File: config.mk
export PLATFORM = sky130hd
export DESIGN_NAME = counter_cmd_seq
export DESIGN_NICKNAME = d
export VERILOG_FILES = /design/src/rtl/counter_pkg.sv /design/src/rtl/counter_cmd_fifo.sv /design/src/rtl/counter_cmd_seq.sv
export SDC_FILE = /design/constraint.sdc
export NUM_CORES = 1
export LEC_CHECK = 0
export BUFFER_PORTS_ARGS = -buffer_cell sky130_fd_sc_hd__buf_4
export CORE_AREA = 3 3 70 72
export CTS_CLUSTER_DIAMETER = 40
export CTS_CLUSTER_SIZE = 24
export DETAILED_ROUTE_END_ITERATION = 7
export DIE_AREA = 0 0 73 75
export PLACE_DENSITY = 0.63
export SLEW_MARGIN = 25
export SYNTH_ARGS = -nofsm -noshare
export SYNTH_HDL_FRONTEND = slang
export SYNTH_SLANG_ARGS = --single-unit
File: constraint.sdc
create_clock -name clk -period 3.7 [get_ports clk]
set_clock_uncertainty 0.05 [all_clocks]
set_input_delay 0.555 -clock clk [delete_from_list [all_inputs] [get_ports clk]]
set_output_delay 0.555 -clock clk [all_outputs]
set_load 0.005 [all_outputs]
File: src/rtl/counter_pkg.sv
// Shared encodings and defaults for the counter command sequencer.
// Op and state codes are plain 2-bit constants so they match legacy drivers.
package counter_pkg;

   localparam int DEF_WIDTH = 4;
   localparam int DEF_DEPTH = 4;

   localparam logic [1:0] OP_NOP  = 2'b00;
   localparam logic [1:0] OP_UP   = 2'b01;
   localparam logic [1:0] OP_DOWN = 2'b10;
   localparam logic [1:0] OP_LOAD = 2'b11;

   localparam logic [1:0] S_IDLE = 2'd0;
   localparam logic [1:0] S_LOAD = 2'd1;
   localparam logic [1:0] S_STEP = 2'd2;
   localparam logic [1:0] S_DONE = 2'd3;

   function automatic logic is_step_op(input logic [1:0] op);
      return (op == OP_UP) || (op == OP_DOWN);
   endfunction

endpackage

File: src/rtl/counter_cmd_fifo.sv
// Small synchronous command FIFO; the head entry is readable combinationally
// so the sequencer can pop it in the same cycle it first sees it.
module counter_cmd_fifo #(
   parameter int W     = 6,
   parameter int DEPTH = 4
) (
   input  logic         clk,
   input  logic         rst_n,
   input  logic         push,
   input  logic         pop,
   input  logic [W-1:0] din,
   output logic [W-1:0] dout,
   output logic         full,
   output logic         empty
);

   localparam int AW = $clog2(DEPTH);

   logic [W-1:0] r_mem [DEPTH];
   logic [AW:0]  r_wptr;
   logic [AW:0]  r_rptr;
   logic         w_do_push;
   logic         w_do_pop;

   assign w_do_push = push && !full;
   assign w_do_pop  = pop && !empty;

   always_ff @(posedge clk) begin
      if (w_do_push) begin
         r_mem[r_wptr[AW-1:0]] <= din;
      end
   end

   // Pointers carry one extra wrap bit to tell full from empty.
   always_ff @(posedge clk or negedge rst_n) begin
      if (!rst_n) begin
         r_wptr <= '0;
         r_rptr <= '0;
      end else begin
         if (w_do_push) r_wptr <= r_wptr + (AW+1)'(1);
         if (w_do_pop)  r_rptr <= r_rptr + (AW+1)'(1);
      end
   end

   assign empty = (r_wptr == r_rptr);
   assign full  = (r_wptr[AW] != r_rptr[AW]) && (r_wptr[AW-1:0] == r_rptr[AW-1:0]);
   assign dout  = r_mem[r_rptr[AW-1:0]];

endmodule

File: src/rtl/counter_cmd_seq.sv
// Command sequencer driving an up/down counter that clears itself whenever
// it sees no strobe; idle cycles therefore reload the current count.
module counter_cmd_seq
   import counter_pkg::*;
#(
   parameter int WIDTH = DEF_WIDTH,
   parameter int DEPTH = DEF_DEPTH
) (
   input  logic             clk,
   input  logic             rst_n,
   input  logic             cmd_valid,
   output logic             cmd_ready,
   input  logic [1:0]       cmd_op,
   input  logic [WIDTH-1:0] cmd_arg,
   input  logic [WIDTH-1:0] cnt_count,
   input  logic             cnt_high,
   input  logic             cnt_low,
   output logic             cnt_load,
   output logic             cnt_up,
   output logic             cnt_down,
   output logic [WIDTH-1:0] cnt_in,
   output logic             busy,
   output logic             done,
   output logic             sat
);

   logic [1:0]       r_state;
   logic [1:0]       r_op;
   logic [WIDTH-1:0] r_rem;
   logic             r_sat;
   logic             r_init;

   logic             w_push;
   logic             w_pop;
   logic             w_full;
   logic             w_empty;
   logic [WIDTH+1:0] w_head;
   logic [1:0]       w_head_op;
   logic [WIDTH-1:0] w_head_arg;
   logic             w_sat_hit;

   assign cmd_ready  = !w_full && r_init;
   assign w_push     = cmd_valid && cmd_ready;
   assign w_pop      = r_init && (r_state == S_IDLE) && !w_empty;
   assign w_head_op  = w_head[WIDTH+1:WIDTH];
   assign w_head_arg = w_head[WIDTH-1:0];
   assign busy       = (r_state != S_IDLE) || !w_empty;

   counter_cmd_fifo #(
      .W     (WIDTH + 2),
      .DEPTH (DEPTH)
   ) u_fifo (
      .clk   (clk),
      .rst_n (rst_n),
      .push  (w_push),
      .pop   (w_pop),
      .din   ({cmd_op, cmd_arg}),
      .dout  (w_head),
      .full  (w_full),
      .empty (w_empty)
   );

   // Checked against live counter feedback so a step can never wrap the count.
   always_comb begin
      w_sat_hit = 1'b0;
      if (r_op == OP_UP) begin
         w_sat_hit = cnt_high || (cnt_count == {WIDTH{1'b1}});
      end else if (r_op == OP_DOWN) begin
         w_sat_hit = cnt_low || (cnt_count == '0);
      end
   end

   always_ff @(posedge clk or negedge rst_n) begin
      if (!rst_n) begin
         r_state <= S_IDLE;
         r_op    <= OP_NOP;
         r_rem   <= '0;
         r_sat   <= 1'b0;
         r_init  <= 1'b0;
      end else begin
         r_init <= 1'b1;
         if (r_init) begin
            case (r_state)
               S_IDLE: begin
                  if (!w_empty) begin
                     r_op  <= w_head_op;
                     r_rem <= w_head_arg;
                     r_sat <= 1'b0;
                     if (w_head_op == OP_LOAD) begin
                        r_state <= S_LOAD;
                     end else if (is_step_op(w_head_op) && (w_head_arg != '0)) begin
                        r_state <= S_STEP;
                     end else begin
                        r_state <= S_DONE;
                     end
                  end
               end
               S_LOAD: r_state <= S_DONE;
               S_STEP: begin
                  if (w_sat_hit) begin
                     r_sat   <= 1'b1;
                     r_state <= S_DONE;
                  end else begin
                     r_rem <= r_rem - WIDTH'(1);
                     if (r_rem == WIDTH'(1)) r_state <= S_DONE;
                  end
               end
               default: r_state <= S_IDLE;
            endcase
         end
      end
   end

   always_comb begin
      cnt_load = 1'b0;
      cnt_up   = 1'b0;
      cnt_down = 1'b0;
      cnt_in   = '0;
      done     = 1'b0;
      sat      = 1'b0;
      if (r_init) begin
         case (r_state)
            S_LOAD: begin
               cnt_load = 1'b1;
               cnt_in   = r_rem;
            end
            S_STEP: begin
               if (w_sat_hit) begin
                  cnt_load = 1'b1;
                  cnt_in   = cnt_count;
               end else if (r_op == OP_UP) begin
                  cnt_up = 1'b1;
               end else begin
                  cnt_down = 1'b1;
               end
            end
            S_DONE: begin
               cnt_load = 1'b1;
               cnt_in   = cnt_count;
               done     = 1'b1;
               sat      = r_sat;
            end
            default: begin
               cnt_load = 1'b1;
               cnt_in   = cnt_count;
            end
         endcase
      end
   end

endmodule

==> results.md <==
- Critical-path cell list: inv_1 -> ha_1 -> inv_1 -> nor3_1 -> nor2b_1 -> buf_4
- Total Routed Length: 3.779 mm
- Via count: 1,303
- 1st-iter DRT viols: 111
- Peak supply drop: 0.3156 mV
- Maximum buffer depth of the clock tree: 2
- Quantity of hold-fixing buffers added after cts: 0
- Number of CTS-inserted buffers: 5
- Critical path start-end classification: register to primary output
- Number of nets at the end of the flow: 216
- Leakage: 1.006 nW
- Most used routing layer in global routing: met2
- Maximum number of pins on one net before global-route repair: 17
- Total number of clock tree sinks: 40
- Overall routing resource usage: 15.55%
- Share of final-layout standard cells stronger than drive strength 1: 21.69%
- Count of mapped cells out of synthesis: 159
- Number of inserted filler cells in the final layout: 358
- Slew HR: 37.84%
- Timing-limited maximum frequency: 371.7 MHz
- Final period demand of the worst path: 2.690 ns
- Dominant combinational cell family by area after synthesis: simple AND/OR/NAND/NOR gates
- Number of buffer and inverter instances along the worst setup path: 3
- Measured slew at the worst slew-check pin: 0.9281 ns
- Boundary Pins: 26
- Peak per-stage delay on the critical path: 0.51 ns
- Final max-slew violation count: 0
- Endpoints failing hold: 0
- Via count of the first global-routing pass: 1,263
- Setup violation total in the final timing report: 0
- Kind of cell adding the most delay to the critical path: simple AND/OR/NAND/NOR gates
- Antenna Diode Count: 0
- Wire length of the first global-routing pass: 6.244 mm
- Synthesized area: 2018 um2
- Post-synthesis register bit count: 40
- Fraction of synthesis flops using an asynchronous set or reset pin: 40.00%
- Post-synthesis compound-gate area fraction: 8.122%
- Maximum level of the CTS H-tree: 2
- Chip Width: 73 um
- Synthesized-area fraction occupied by xor and xnor cells: 3.038%
- Post-synth cell types: 40
- Sort of element at the start of the critical path: register
- Met3 track utilization from global routing: 4.005%
- Cell Rows: 24
- Number of port buffers: 25
- Number of flops mapped to enable cells by yosys: 24
- Post-route antenna net violation count: 0
- Required time worst endpoint: 3.09 ns
- Share of synthesized cell area in and, or, nand and nor gates: 11.28%
- Pwr/cell area: 788.7 nW/um2
- RSZ-0062 raised after global routing: no
- Result of the run: completed
- Number of max-cap violations: 0
- GRT Residual Overflow: 0
- Worst setup startpoint: r_state[0]$_DFFE_PN0P_
- Length of the first detailed-routing pass in iterations: 4
- Clock Latency Late Sink: 0.29 ns
- Most used flip-flop cell after synthesis: sky130_fd_sc_hd__edfxtp_1
- Number of buffers added for setup after CTS: 0
- Post-detailed-route DRC marker count: 0
- Synth-to-Final Area Change: 18.10%
- Final Cycle Share: 72.70%
- Most common cell type on the critical path: sky130_fd_sc_hd__inv_1
- Number of vias per cell: 5.407
- Half-perimeter wire length after detailed placement: 2.811 mm
- Routing usage on met1: 19.09%
- Routed len/inst: 15.68 um
- Kind of capture point of the worst setup path: primary output
- Slowest cell on crit path: sky130_fd_sc_hd__nor3_1
- CTS tree: done
- Routability Congestion: 0.8728
- Synthesized netlist net count: 187
- Arrival time of the worst setup path: 2.09 ns
- Syn_area_per_cell: 12.69 um2
- Met2 track utilization from global routing: 26.32%
- Die area: 5475 um2
- Highest net fanout along the worst path: 8
- CTS-repair resized insts: 0
- Core area: 4354 um2
- Source of the worst register-to-register timing path: r_state[0]$_DFFE_PN0P_
- TNS Setup: 0 ns
- Hold crit path type: primary input to asynchronous set/reset pin
- Initial Util: 46.35%
- DIE HEIGHT: 75 um
- Part of the Yosys area used for sequential elements: 55.55%
- Fraction of synthesized area in multiplexers: 10.54%
- Final design utilization: 54.74%
- Buffer type at the clock tree root: sky130_fd_sc_hd__clkbuf_8
- Hold slack final: 0.06589 ns
- Antenna violations before repair: 0
- Synthesis warning total: 0
- Clock-pin slew on the worst setup and hold paths: 0.08 ns
- Adder-cell share of the synthesized area: 8.060%
worst reg2reg max path: cells and delay by family (launching register included):
family,cells,cell delay [ns]
simple gates,1,0.51
flops,1,0.43
mux,1,0.37
fa+ha+maj,1,0.32
buf+inv,2,0.29
compound gates,1,0.29
power breakdown:
part           internal [mW]  switching [mW]  leakage [nW]
Clock                  0.270           0.145        0.0654
Combinational          0.372           0.368         0.533
Sequential             0.595           0.131         0.408
Total                   1.24           0.643          1.01
synthesized netlist by cell type, types with 3 or more instances:
cell type                  instances  share of area [%]
sky130_fd_sc_hd__a21oi_1           3               0.74
sky130_fd_sc_hd__and3_1            5                1.5
sky130_fd_sc_hd__dfrtp_1          16                 20
sky130_fd_sc_hd__edfxtp_1         24                 36
sky130_fd_sc_hd__ha_1             13                8.1
sky130_fd_sc_hd__inv_1            12                2.2
sky130_fd_sc_hd__mux2_2            4                2.2
sky130_fd_sc_hd__mux4_1            3                3.9
sky130_fd_sc_hd__mux4_2            3                3.3
sky130_fd_sc_hd__nand2_1          18                3.3
sky130_fd_sc_hd__nor2_1            9                1.7
sky130_fd_sc_hd__nor3_1            4               0.99
sky130_fd_sc_hd__o22ai_1           5                1.5
sky130_fd_sc_hd__xnor2_1           5                2.2
worst paths after layout:
kind / slack, ns / cells after the start / to
setup / recovery: 1.01 / 6 / cnt_load
max in group asynchronous: 3.35 / 1 / r_sat$_DFFE_PN0P_
hold reg to reg: 0.44 / 1 / u_fifo.r_wptr[2]$_DFFE_PN0P_
min in group clk: 0.41 / 1 / u_fifo.r_mem[0][0]$_DFFE_PP_
hold / removal: 0.07 / 1 / u_fifo.r_rptr[0]$_DFFE_PN0P_
setup reg to reg: 1.32 / 6 / r_state[0]$_DFFE_PN0P_
kinds of logic (layout without fill, tap and decap cells):
logic type / count (synthesis) / in the layout
AND/OR/NAND/NOR: 48 / 48
flip-flops: 40 / 40
AO/OA/AOI/OAI: 23 / 23
buffers and inverters: 15 / 45
adder cells (fa/ha/maj): 13 / 13
multiplexers: 12 / 12
XOR/XNOR: 7 / 7
other: 1 / 1
per-stage QoR:
| step | worst slack, ns | cell area, um2 | total power [mW] | std cells |
|---|---|---|---|---|
| 3_3_place_gp | 1.205 | 2251 | 1.454 | 233 |
| 2_1_floorplan | 1.522 | 2018 | 1.268 | 159 |
| 6_report | 1.010 | 2384 | 1.880 | 241 |
| 5_1_grt | 0.7898 | 2384 | 2.034 | 241 |
| 4_1_cts | 1.014 | 2384 | 1.903 | 241 |
| 3_5_place_dp | 1.088 | 2251 | 1.483 | 233 |
sequential cells by signal (all words and copies together) (netlist names):
name,flops
r_rem,4
r_state,2
r_op,2
u_fifo.r_rptr,3
r_sat,1
u_fifo.r_wptr,3
u_fifo.r_mem,24
r_init,1
cells in the final DEF (no fill, tap or decap), types with 4 or more instances in the layout:
master / count
sky130_fd_sc_hd__and3_1: 5
sky130_fd_sc_hd__nor3_1: 4
sky130_fd_sc_hd__inv_1: 12
sky130_fd_sc_hd__ha_1: 13
sky130_fd_sc_hd__buf_4: 25
sky130_fd_sc_hd__nand2_1: 18
sky130_fd_sc_hd__o22ai_1: 5
sky130_fd_sc_hd__xnor2_1: 5
sky130_fd_sc_hd__edfxtp_1: 24
sky130_fd_sc_hd__nor2_1: 9
sky130_fd_sc_hd__mux2_2: 4
sky130_fd_sc_hd__dfrtp_1: 16
sky130_fd_sc_hd__clkbuf_8: 5
per-layer routing:
layer,up-vias,share of wire (%)
met5,-,0
met2,36,51
li1,635,-
met4,0,1.4
met1,627,42
met3,5,5.2
final cells by class:
type                       instances  area, um2  area share [%]
tap                               52      65.06           2.730
timing repair buffer              25      187.7           7.874
sequential                        40       1121           47.03
multi-input combinational        104      832.0           34.91
clock inverter                     2      60.06           2.520
clock buffer                       6      72.57           3.045
inverter                          12      45.04           1.890
Note: power is estimated with default switching activity, not from simulation.
